--- src/rtl/bot_permute_burst_scheduler.sv ---
// Burst sequencer in front of botPermuter: a 2-entry bot buffer, credit gate
// and reset holdoff so every burst issued has room downstream.
module bot_permute_burst_scheduler #(
  parameter int EXTRA_DATA_WIDTH = 12,
  parameter int MAX_CREDITS      = 32,
  parameter int CREDIT_WIDTH     = 6,
  parameter int RST_HOLDOFF      = 3
) (
  input  logic                        clk,
  input  logic                        rstN,
  input  logic [127:0]                botIn,
  input  logic [5:0]                  validBotPermutesIn,
  input  logic [EXTRA_DATA_WIDTH-1:0] extraDataIn,
  input  logic                        inValid,
  output logic                        inReady,
  output logic                        permStartNewBurst,
  output logic [127:0]                permBot,
  output logic [5:0]                  permValidMask,
  output logic [EXTRA_DATA_WIDTH-1:0] permExtraData,
  output logic                        permRst,
  input  logic                        permDone,
  input  logic                        creditReturn,
  output logic [CREDIT_WIDTH-1:0]     creditsAvailable,
  output logic [31:0]                 burstsIssued,
  output logic [15:0]                 zeroMaskDropped,
  output logic                        idle
);

  typedef enum logic [1:0] {
    HOLDOFF,
    READY,
    WAIT1,
    WAIT2
  } state_t;

  localparam int HW = $clog2(RST_HOLDOFF + 1);
  localparam logic [HW-1:0] HLAST = HW'(RST_HOLDOFF - 1);
  localparam logic [CREDIT_WIDTH-1:0] CMAX = CREDIT_WIDTH'(MAX_CREDITS);

  state_t state, state_nxt;
  logic [HW-1:0] hold_cnt;
  logic rst_q;

  logic [127:0]                bot_q   [2];
  logic [5:0]                  mask_q  [2];
  logic [EXTRA_DATA_WIDTH-1:0] extra_q [2];
  logic       rd_ptr, wr_ptr;
  logic [1:0] cnt, cnt_nxt;

  logic [CREDIT_WIDTH-1:0] credits, credits_nxt;
  logic [2:0] need;
  logic       have_head, head_zero;
  logic       issue, drop, pop, push, ret_ok;

  assign permBot       = bot_q[rd_ptr];
  assign permValidMask = mask_q[rd_ptr];
  assign permExtraData = extra_q[rd_ptr];

  always_comb begin
    need = '0;
    for (int i = 0; i < 6; i++) begin
      need = need + {2'b00, permValidMask[i]};
    end
  end

  assign have_head = cnt != 2'd0;
  assign head_zero = permValidMask == 6'd0;
  assign issue = (state == READY) && have_head && !head_zero
              && permDone && (credits >= CREDIT_WIDTH'(need));
  // Zero-mask beats are discarded in any state so they never cost a slot.
  assign drop = have_head && head_zero;
  assign pop  = issue || drop;
  assign push = inValid && inReady;
  assign cnt_nxt = 2'(cnt + {1'b0, push} - {1'b0, pop});

  // Returns beyond the pool size would be a downstream bug; never overflow.
  assign ret_ok = creditReturn && (credits != CMAX);
  assign credits_nxt = credits
                     - (issue ? CREDIT_WIDTH'(need) : '0)
                     + CREDIT_WIDTH'(ret_ok);

  always_comb begin
    state_nxt = state;
    unique case (state)
      HOLDOFF: if (hold_cnt == HLAST) state_nxt = READY;
      READY:   if (issue) state_nxt = WAIT1;
      WAIT1:   state_nxt = WAIT2;
      WAIT2:   state_nxt = READY;
      default: state_nxt = HOLDOFF;
    endcase
  end

  assign permStartNewBurst = issue;
  assign permRst = !rstN || rst_q;
  assign creditsAvailable = credits;
  assign idle = !have_head && (state == READY) && (credits == CMAX);

  always_ff @(posedge clk or negedge rstN) begin
    if (!rstN) begin
      state           <= HOLDOFF;
      hold_cnt        <= '0;
      rst_q           <= 1'b1;
      inReady         <= 1'b0;
      rd_ptr          <= 1'b0;
      wr_ptr          <= 1'b0;
      cnt             <= 2'd0;
      credits         <= CMAX;
      burstsIssued    <= '0;
      zeroMaskDropped <= '0;
      for (int i = 0; i < 2; i++) begin
        bot_q[i]   <= '0;
        mask_q[i]  <= '0;
        extra_q[i] <= '0;
      end
    end else begin
      state   <= state_nxt;
      rst_q   <= 1'b0;
      cnt     <= cnt_nxt;
      credits <= credits_nxt;
      inReady <= (cnt_nxt != 2'd2) && (state_nxt != HOLDOFF);
      if (state == HOLDOFF) hold_cnt <= hold_cnt + HW'(1);
      if (push) begin
        bot_q[wr_ptr]   <= botIn;
        mask_q[wr_ptr]  <= validBotPermutesIn;
        extra_q[wr_ptr] <= extraDataIn;
        wr_ptr          <= !wr_ptr;
      end
      if (pop) rd_ptr <= !rd_ptr;
      if (issue) burstsIssued <= burstsIssued + 32'd1;
      if (drop && zeroMaskDropped != 16'hFFFF) begin
        zeroMaskDropped <= zeroMaskDropped + 16'd1;
      end
    end
  end

  credit_no_overflow: assert property (
    @(posedge clk) disable iff (!rstN)
    !(creditReturn && credits == CMAX)
  ) else $error("credit returned with pool already full");

endmodule

--- config.mk ---
export PLATFORM = sky130hd
export DESIGN_NAME = bot_permute_burst_scheduler
export DESIGN_NICKNAME = d
export VERILOG_FILES = /design/src/rtl/bot_permute_burst_scheduler.sv
export SDC_FILE = /design/constraint.sdc
export NUM_CORES = 1
export LEC_CHECK = 0
export ABC_CLOCK_PERIOD_IN_PS = 5160
export CAP_MARGIN = 10
export CORE_AREA = 2 2 145 253
export CTS_CLUSTER_DIAMETER = 200
export DETAILED_ROUTE_END_ITERATION = 8
export DIE_AREA = 0 0 147 255
export HOLD_SLACK_MARGIN = 0.03
export PLACE_DENSITY = 0.72
export SLEW_MARGIN = 20
export SYNTH_ARGS = -nofsm -noshare
export SYNTH_HDL_FRONTEND = slang
export SYNTH_SLANG_ARGS = --single-unit
--- constraint.sdc ---
create_clock -name clk -period 5.16 [get_ports clk]
set_clock_uncertainty 0.1 [all_clocks]
set_input_delay 1.032 -clock clk [delete_from_list [all_inputs] [get_ports clk]]
set_output_delay 1.032 -clock clk [all_outputs]
set_load 0.02 [all_outputs]
==> run_results.csv, run 1 <==
group,metric,value,unit
pwr,power.leakage,9.138,nW
synth,synth_top_family_by_area,"multiplexers",
die,io_pins,355,
die,die_w,147,um
worst_setup_path,cp_slowest_cell,"dfrtp_4",
sta,worstMarginPinSlew,1.035,ns
synth,synth_fa_ha_area_share,2.131,%
routing,via_per_inst,5.176,
clock_tree,cts_made_buffers,35,
die,die_area,37490,sq um
job,cap_violations,0,
synth,synth-simple-area-share,6.026,%
worst_setup_path,worstSetupPathType,"flop to primary output",
routing,dr.pass1.iters,4,
worst_setup_path,endpoint_kind,"primary output",
synth,ys_top_cells_by_count,"mux2_2 (410), dfrtp_1 (354), xor2_1 (33), clkbuf_1 (32), nand3_1 (29)",
worst_setup_path,r2r_end,"creditsAvailable[5]",
routing,vias,10210,
clock_tree,root_buffer,"clkbuf_16",
die,num_rows,92,
sta,rsz0062_at_grt,"yes",
synth,synth.distinct_cells,50,
sta,finalMaxSlewViolations,0,
die,core,35680,sq um
sta,setup_viol_count_final,0,
synth,ys_ff_latch,356,
synth,synth_xor_area_share,2.830,%
sta,hold-worst-slack,0.2533,ns
worst_setup_path,cp-start-kind,"flop",
clock_tree,clkLatencyLatePin,0.52,ns
pwr,ir_drop,0.0007972,V
pwr,power_density,723.9,nW/um^2
global_route,track_usage,20.33,%
layout,syn_to_final_growth,34.50,%
synth,yosys.area.top_type_share,55.05,%
placement,hpwl,26500,um
clock_tree,cts_tree,"built",
synth,ys_warn_count,0,
synth,synth_seq_area_share,55.38,%
synth,synth_area_leaders,"dfrtp_1 (55%), mux2_2 (29%), mux2_1 (1.9%)",
worst_setup_path,r2r_cells,20,
synth,synth-edff-count,0,
sta,period_needed,5.090,ns
synth,synth_area_per_cell,14.47,sq um
routing,ant_nets,0,
worst_setup_path,r2r-start,"rd_ptr",
worst_setup_path,crit_path_end,"permStartNewBurst",
routing,wirelength,39050,um
worst_setup_path,cp_max_fo,5,
synth,yosys.area.top_type,"dfrtp_1",
global_route,grt_first_pass_wirelength,60240,um
die,die_y,255,um
worst_setup_path,slowest_delay,0.54,ns
clock_tree,clock_path_buffers,3,
synth,synth.most_common_cell,"mux2_2",
clock_tree,htreeDepth,2,
clock_tree,cts-hold-fix-buffers,0,
clock_tree,clock-sinks,356,
worst_setup_path,crit_start,"rd_ptr",
sta,finalSetupTns,0,ns
synth,syn_area,16090,sq um
placement,port_buffers,354,
synth,synth_ff_type,"dfrtp_1",
global_route,antenna_found_initial,7,
synth,synthCells,1112,
global_route,grt_overflow,0,
global_route,grt_pass1_vias,10890,
worst_setup_path,crit_chain,"mux2i_4 > fa_1 > inv_1 > fa_1 > ha_2 > inv_2 > fa_2 > ha_4 > inv_2 > o21ai_2 > nand4_4 > nor2_4 > buf_4",
clock_tree,clk_pin_slew,0.06,ns
layout,final_nets,1643,
layout,drive_above_1_share,36.14,%
sta,finalCritPeriodShare,98.64,%
layout,fin_util,60.65,%
routing,drc,0,
synth,async_flop_share,100.0,%
synth,synth_compound_area_share,0.5677,%
sta,hold_violations,0,
worst_setup_path,rrSetupSlack,0.10,ns
outcome,status,"complete, no violations",
sta,fmax,196.5,MHz
worst_setup_path,arrival,3.96,ns
routing,drtIter0Drc,315,
placement,gp_congestion,0.8262,
min_path,hold_class,"primary input to async pin",
worst_setup_path,critPathRequiredTime,4.03,ns
synth,synth_mux_area_share,31.00,%
sta,slew_headroom,31.00,%
routing,wire_per_inst,19.79,um
synth,synth_fp_nets,1288,
global_route,grt_max_degree,179,
die,start_util,45.09,%
-- through the flow --
stage / setup slack, ns / std cells / power, mW / cell area, sq um
after global routing: -0.08771 / 1971 / 16.57 / 21640
final: 0.07031 / 1973 / 15.67 / 21640
after CTS: 0.04507 / 1959 / 15.56 / 21520
after detailed placement: 0.05338 / 1894 / 12.68 / 20250
after global placement: 0.06542 / 1894 / 12.49 / 20250
after floorplan: 0.01232 / 1112 / 9.557 / 16160
-- worst min path at each step --
stage	from	slack (ns)	to	cells after the start
after floorplan	wr_ptr	0.36	wr_ptr	2
after global placement	burstsIssued[31]	0.37	burstsIssued[31]	1
after detailed placement	burstsIssued[31]	0.37	burstsIssued[31]	1
after CTS	rstN	0.23	bot_q[159]	1
after global routing	rstN	0.24	bot_q[162]	1
final	rstN	0.25	bot_q[31]	1
-- cells in the final DEF (no fill, tap or decap), drive strengths merged, types with 3 or more instances in the layout --
| cell type | netlist | final |
|---|---|---|
| a21oi | 4 | 4 |
| nand4 | 13 | 13 |
| o21ai | 3 | 3 |
| inv | 21 | 24 |
| xor2 | 33 | 33 |
| o31ai | 3 | 3 |
| diode | 0 | 9 |
| and3 | 12 | 12 |
| dfrtp | 354 | 354 |
| nor3 | 20 | 20 |
| clkbuf | 33 | 51 |
| nor2b | 3 | 3 |
| nor4 | 18 | 18 |
| nor2 | 14 | 14 |
| nand2 | 21 | 21 |
| mux2i | 4 | 4 |
| mux2 | 438 | 438 |
| bufinv | 0 | 6 |
| xnor2 | 19 | 19 |
| clkdlybuf4s50 | 0 | 352 |
| clkinv | 0 | 4 |
| fa | 4 | 4 |
| buf | 23 | 22 |
| nand3 | 30 | 30 |
| and2 | 3 | 3 |
| ha | 21 | 21 |
-- routing by layer --
layer / GRT usage [%] / share of wire (%) / wire (um) / vias up
met5: 0 / 0 / 0 / -
met4: 9.918 / 4.4 / 1711 / 0
met3: 4.706 / 5.5 / 2157 / 79
met2: 37.06 / 53 / 20730 / 266
met1: 22.25 / 37 / 14450 / 5181
li1: - / - / - / 4687
-- cells by family (layout without fill, tap and decap cells) --
family / Yosys count / in the layout
buffers and inverters: 77 / 459
flip-flops: 356 / 356
XOR/XNOR: 52 / 52
other: 1 / 10
AND/OR/NAND/NOR: 145 / 145
AO/OA/AOI/OAI: 14 / 14
adder cells (fa/ha/maj): 25 / 25
multiplexers: 442 / 442
-- flip-flops by register name (all words and copies together), names as in the netlist --
register and cells:
state 2, bot_q 256, rst_q 1, creditsAvailable 6, burstsIssued 32, hold_cnt 2
mask_q 12, inReady 1, zeroMaskDropped 16, rd_ptr 1, wr_ptr 1, cnt 2
extra_q 24
-- worst max-delay path, delay by kind of cell, from the launching register on --
family	cells	cell delay [ns]
multiplexers	1	0.22
adder cells (fa/ha/maj)	5	1.94
AO/OA/AOI/OAI	1	0.18
AND/OR/NAND/NOR	2	0.28
buffers and inverters	4	0.27
flip-flops	1	0.54
-- final cells by class --
| cell class | instances | area (sq um) |
|---|---|---|
| timing repair buffer | 374 | 3787 |
| inverter | 21 | 78.83 |
| tap | 470 | 588.1 |
| fill | 2807 | 14040 |
| sequential | 356 | 8915 |
| clock inverter | 13 | 241.5 |
| clock buffer | 51 | 1016 |
| antenna | 9 | 22.52 |
| multi-input combinational | 679 | 6993 |
-- power by group --
group	switching [mW]	total (mW)	internal (mW)	leakage, nW
clock	1.10	2.78	1.68	0.616
sequential	0.684	4.77	4.09	4.29
combinational	3.74	8.11	4.37	4.23
-- timing repair --
item,in CTS,in global routing
setup endpoints to repair,1,4
resized for setup,7,14
setup buffers,1,5
pin swaps,1,19
Power figures use the tool's default switching activity.
==> run 2, diff against run 1 <==
--- a/config.mk
+++ b/config.mk
@@ -7,12 +7,12 @@
 export LEC_CHECK = 0
 export ABC_CLOCK_PERIOD_IN_PS = 5160
 export CAP_MARGIN = 10
-export CORE_AREA = 2 2 145 253
+export CORE_AREA = 2 2 179 312
 export CTS_CLUSTER_DIAMETER = 200
 export DETAILED_ROUTE_END_ITERATION = 8
-export DIE_AREA = 0 0 147 255
+export DIE_AREA = 0 0 181 314
 export HOLD_SLACK_MARGIN = 0.03
-export PLACE_DENSITY = 0.72
+export PLACE_DENSITY = 0.49
 export SLEW_MARGIN = 20
 export SYNTH_ARGS = -nofsm -noshare
 export SYNTH_HDL_FRONTEND = slang
==> run 2 against run 1 <==
Effect of this change: sequential cell count unchanged; clock-buffer cell count grew 2; final area grew 1.3%; maximum frequency decreased by 0.18%; non-clock buffer count decreased by 1; clock power rose by 6%; total power shrank 0.19%; sequential share of layout area fell by 0.52 points; cell count grew 11%; combinational power down 2%; global-route usage down 4.7 points; highest routed layer is now met5.
==> run_results.csv, run 2 (same netlist as run 1, synthesis figures left out) <==
group,metric,value,unit
layout,layout_commonest_cell,"mux2_2",
clock_tree,root_buffer,"clkbuf_16",
worst_setup_path,critPathRequiredTime,4.03,ns
clock_tree,clock-sinks,356,
job,cap_violations,0,
pwr,power_density,713.3,nW/um^2
layout,final_nets,1646,
die,die_w,181,um
worst_setup_path,cp-start-kind,"flop",
routing,drc,0,
die,num_rows,113,
sta,hold_violations,0,
clock_tree,cts-hold-fix-buffers,0,
clock_tree,htreeDepth,2,
sta,slew_headroom,41.16,%
routing,vias,10240,
die,die_y,314,um
clock_tree,cts_tree,"built",
worst_setup_path,worstSetupPathType,"flop to primary output",
worst_setup_path,r2r-start,"rd_ptr",
pwr,power.leakage,9.185,nW
worst_setup_path,r2r_cells,20,
worst_setup_path,arrival,3.97,ns
placement,port_buffers,354,
clock_tree,clock_path_buffers,3,
layout,largest_reg_flops,256,
sta,worstMarginPinSlew,0.8825,ns
die,die_area,56830,sq um
worst_setup_path,rrSetupSlack,0.10,ns
sta,fmax,196.1,MHz
sta,period_needed,5.099,ns
worst_setup_path,cp_max_fo,5,
layout,drive_above_1_share,35.93,%
pwr,ir_drop,0.0004272,V
layout,top_register,"bot_q",
clock_tree,clk_pin_slew,0.06,ns
sta,rsz0062_at_grt,"yes",
worst_setup_path,r2r_end,"creditsAvailable[5]",
layout,fin_util,40.38,%
routing,drtIter0Drc,240,
die,io_pins,355,
die,core,54290,sq um
worst_setup_path,endpoint_kind,"primary output",
routing,wire_per_inst,20.47,um
routing,dr.pass1.iters,4,
global_route,grt_overflow,0,
sta,finalMaxSlewViolations,0,
global_route,antenna_found_initial,5,
die,start_util,29.64,%
min_path,hold_class,"primary input to async pin",
placement,dp_cells,2116,
routing,ant_nets,0,
clock_tree,clkLatencyLatePin,0.54,ns
layout,reg.largest.list,"bot_q x256, burstsIssued x32, extra_q x24",
placement,gp_congestion,0.7550,
layout,mostFrequentLayoutCells,"mux2_2 (410), dfrtp_1 (353), clkdlybuf4s50_1 (352)",
outcome,status,"complete, no violations",
global_route,track_usage,15.68,%
global_route,grt_max_degree,154,
global_route,grt_pass1_vias,11340,
sta,finalCritPeriodShare,98.81,%
layout,syn_to_final_growth,36.24,%
layout,finalNonFillerCells,2193,
placement,hpwl,30940,um
routing,via_per_inst,4.668,
sta,setup_viol_count_final,0,
clock_tree,cts_made_buffers,39,
global_route,grt_first_pass_wirelength,68940,um
routing,wirelength,44890,um
## run 2: changes by cell type in the layout (fill, tap and decap cells not counted), moves of 2 or more
cell and change:
ha_4 -3, clkinv_2 +8, inv_2 -3, clkbuf_16 +5, ha_1 +4, clkbuf_8 -2
inv_1 +3, diode_2 -6
## run 2: worst max-delay path, stage by stage, from the launching register on
cell and delay [ns]:
dfrtp_4 0.53, mux2i_4 0.22, fa_1 0.53, inv_1 0.05, fa_1 0.52, ha_1 0.14
inv_1 0.05, fa_1 0.46, ha_1 0.30, inv_1 0.04, o21ai_2 0.18, nand4_4 0.13
nor2_4 0.16, buf_6 0.13
## run 2: metrics by stage
stage | setup TNS (ns) | area [sq um] | power (mW) | hold slack [ns] | setup WS (ns)
5_1_grt | -0.1679 | 21920 | 16.63 | 0.3262 | -0.09140
6_report | 0 | 21920 | 15.64 | 0.3122 | 0.06120
4_1_cts | 0 | 21890 | 15.95 | 0.3139 | 0.001120
3_5_place_dp | 0 | 20520 | 12.83 | 0.3757 | 0.08750
3_3_place_gp | 0 | 20520 | 12.73 | 0.3622 | 0.09138
2_1_floorplan | 0 | 16160 | 9.557 | 0.3600 | 0.01232
## run 2: where the power goes
group | switching (mW) | internal, mW | total, mW
combinational | 3.77 | 4.17 | 7.93
sequential | 0.658 | 4.09 | 4.75
clock | 1.19 | 1.77 | 2.95
## run 2: routing by layer
metal,global-route usage [%],wire length [um]
met5,0,26
met4,5.820,1239
met3,4.385,2950
met2,29.24,24250
met1,16.75,16430
## run 2: final cells by class
type,count,area (sq um)
Antenna cell,3,7.507
Multi-Input combinational cell,679,6942
Clock buffer,53,1110
Sequential cell,356,8915
Inverter,21,78.83
Fill cell,5186,32370
Tap cell,690,863.3
Timing Repair Buffer,373,3771
Clock inverter,18,234.0
## run 2: how the worst max path moves through the flow
stage	startpoint	endpoint	slack [ns]	depth (start not counted)
after global routing	rd_ptr	permStartNewBurst	-0.09	13
after CTS	rd_ptr	permStartNewBurst	0.001	13
final	rd_ptr	permStartNewBurst	0.06	13
after floorplan	rd_ptr	creditsAvailable[5]	0.01	22
after global placement	rd_ptr	creditsAvailable[4]	0.09	21
after detailed placement	rd_ptr	creditsAvailable[5]	0.09	20
## run 2: timing repair
| action | CTS | global route |
|---|---|---|
| resized for setup | 7 | 4 |
| pin swaps | 0 | 1 |
| buffers inserted | 2 | 1 |
| endpoints found under the setup margin | 1 | 3 |
==> run 3, diff against run 2 <==
--- a/config.mk
+++ b/config.mk
@@ -11,7 +11,7 @@
 export CTS_CLUSTER_DIAMETER = 200
 export DETAILED_ROUTE_END_ITERATION = 8
 export DIE_AREA = 0 0 181 314
-export HOLD_SLACK_MARGIN = 0.03
+export HOLD_SLACK_MARGIN = 0.1
 export PLACE_DENSITY = 0.49
 export SLEW_MARGIN = 20
 export SYNTH_ARGS = -nofsm -noshare
==> results of run 3 <==
The final DEF is identical to that of run 2; final timing and power are the same.
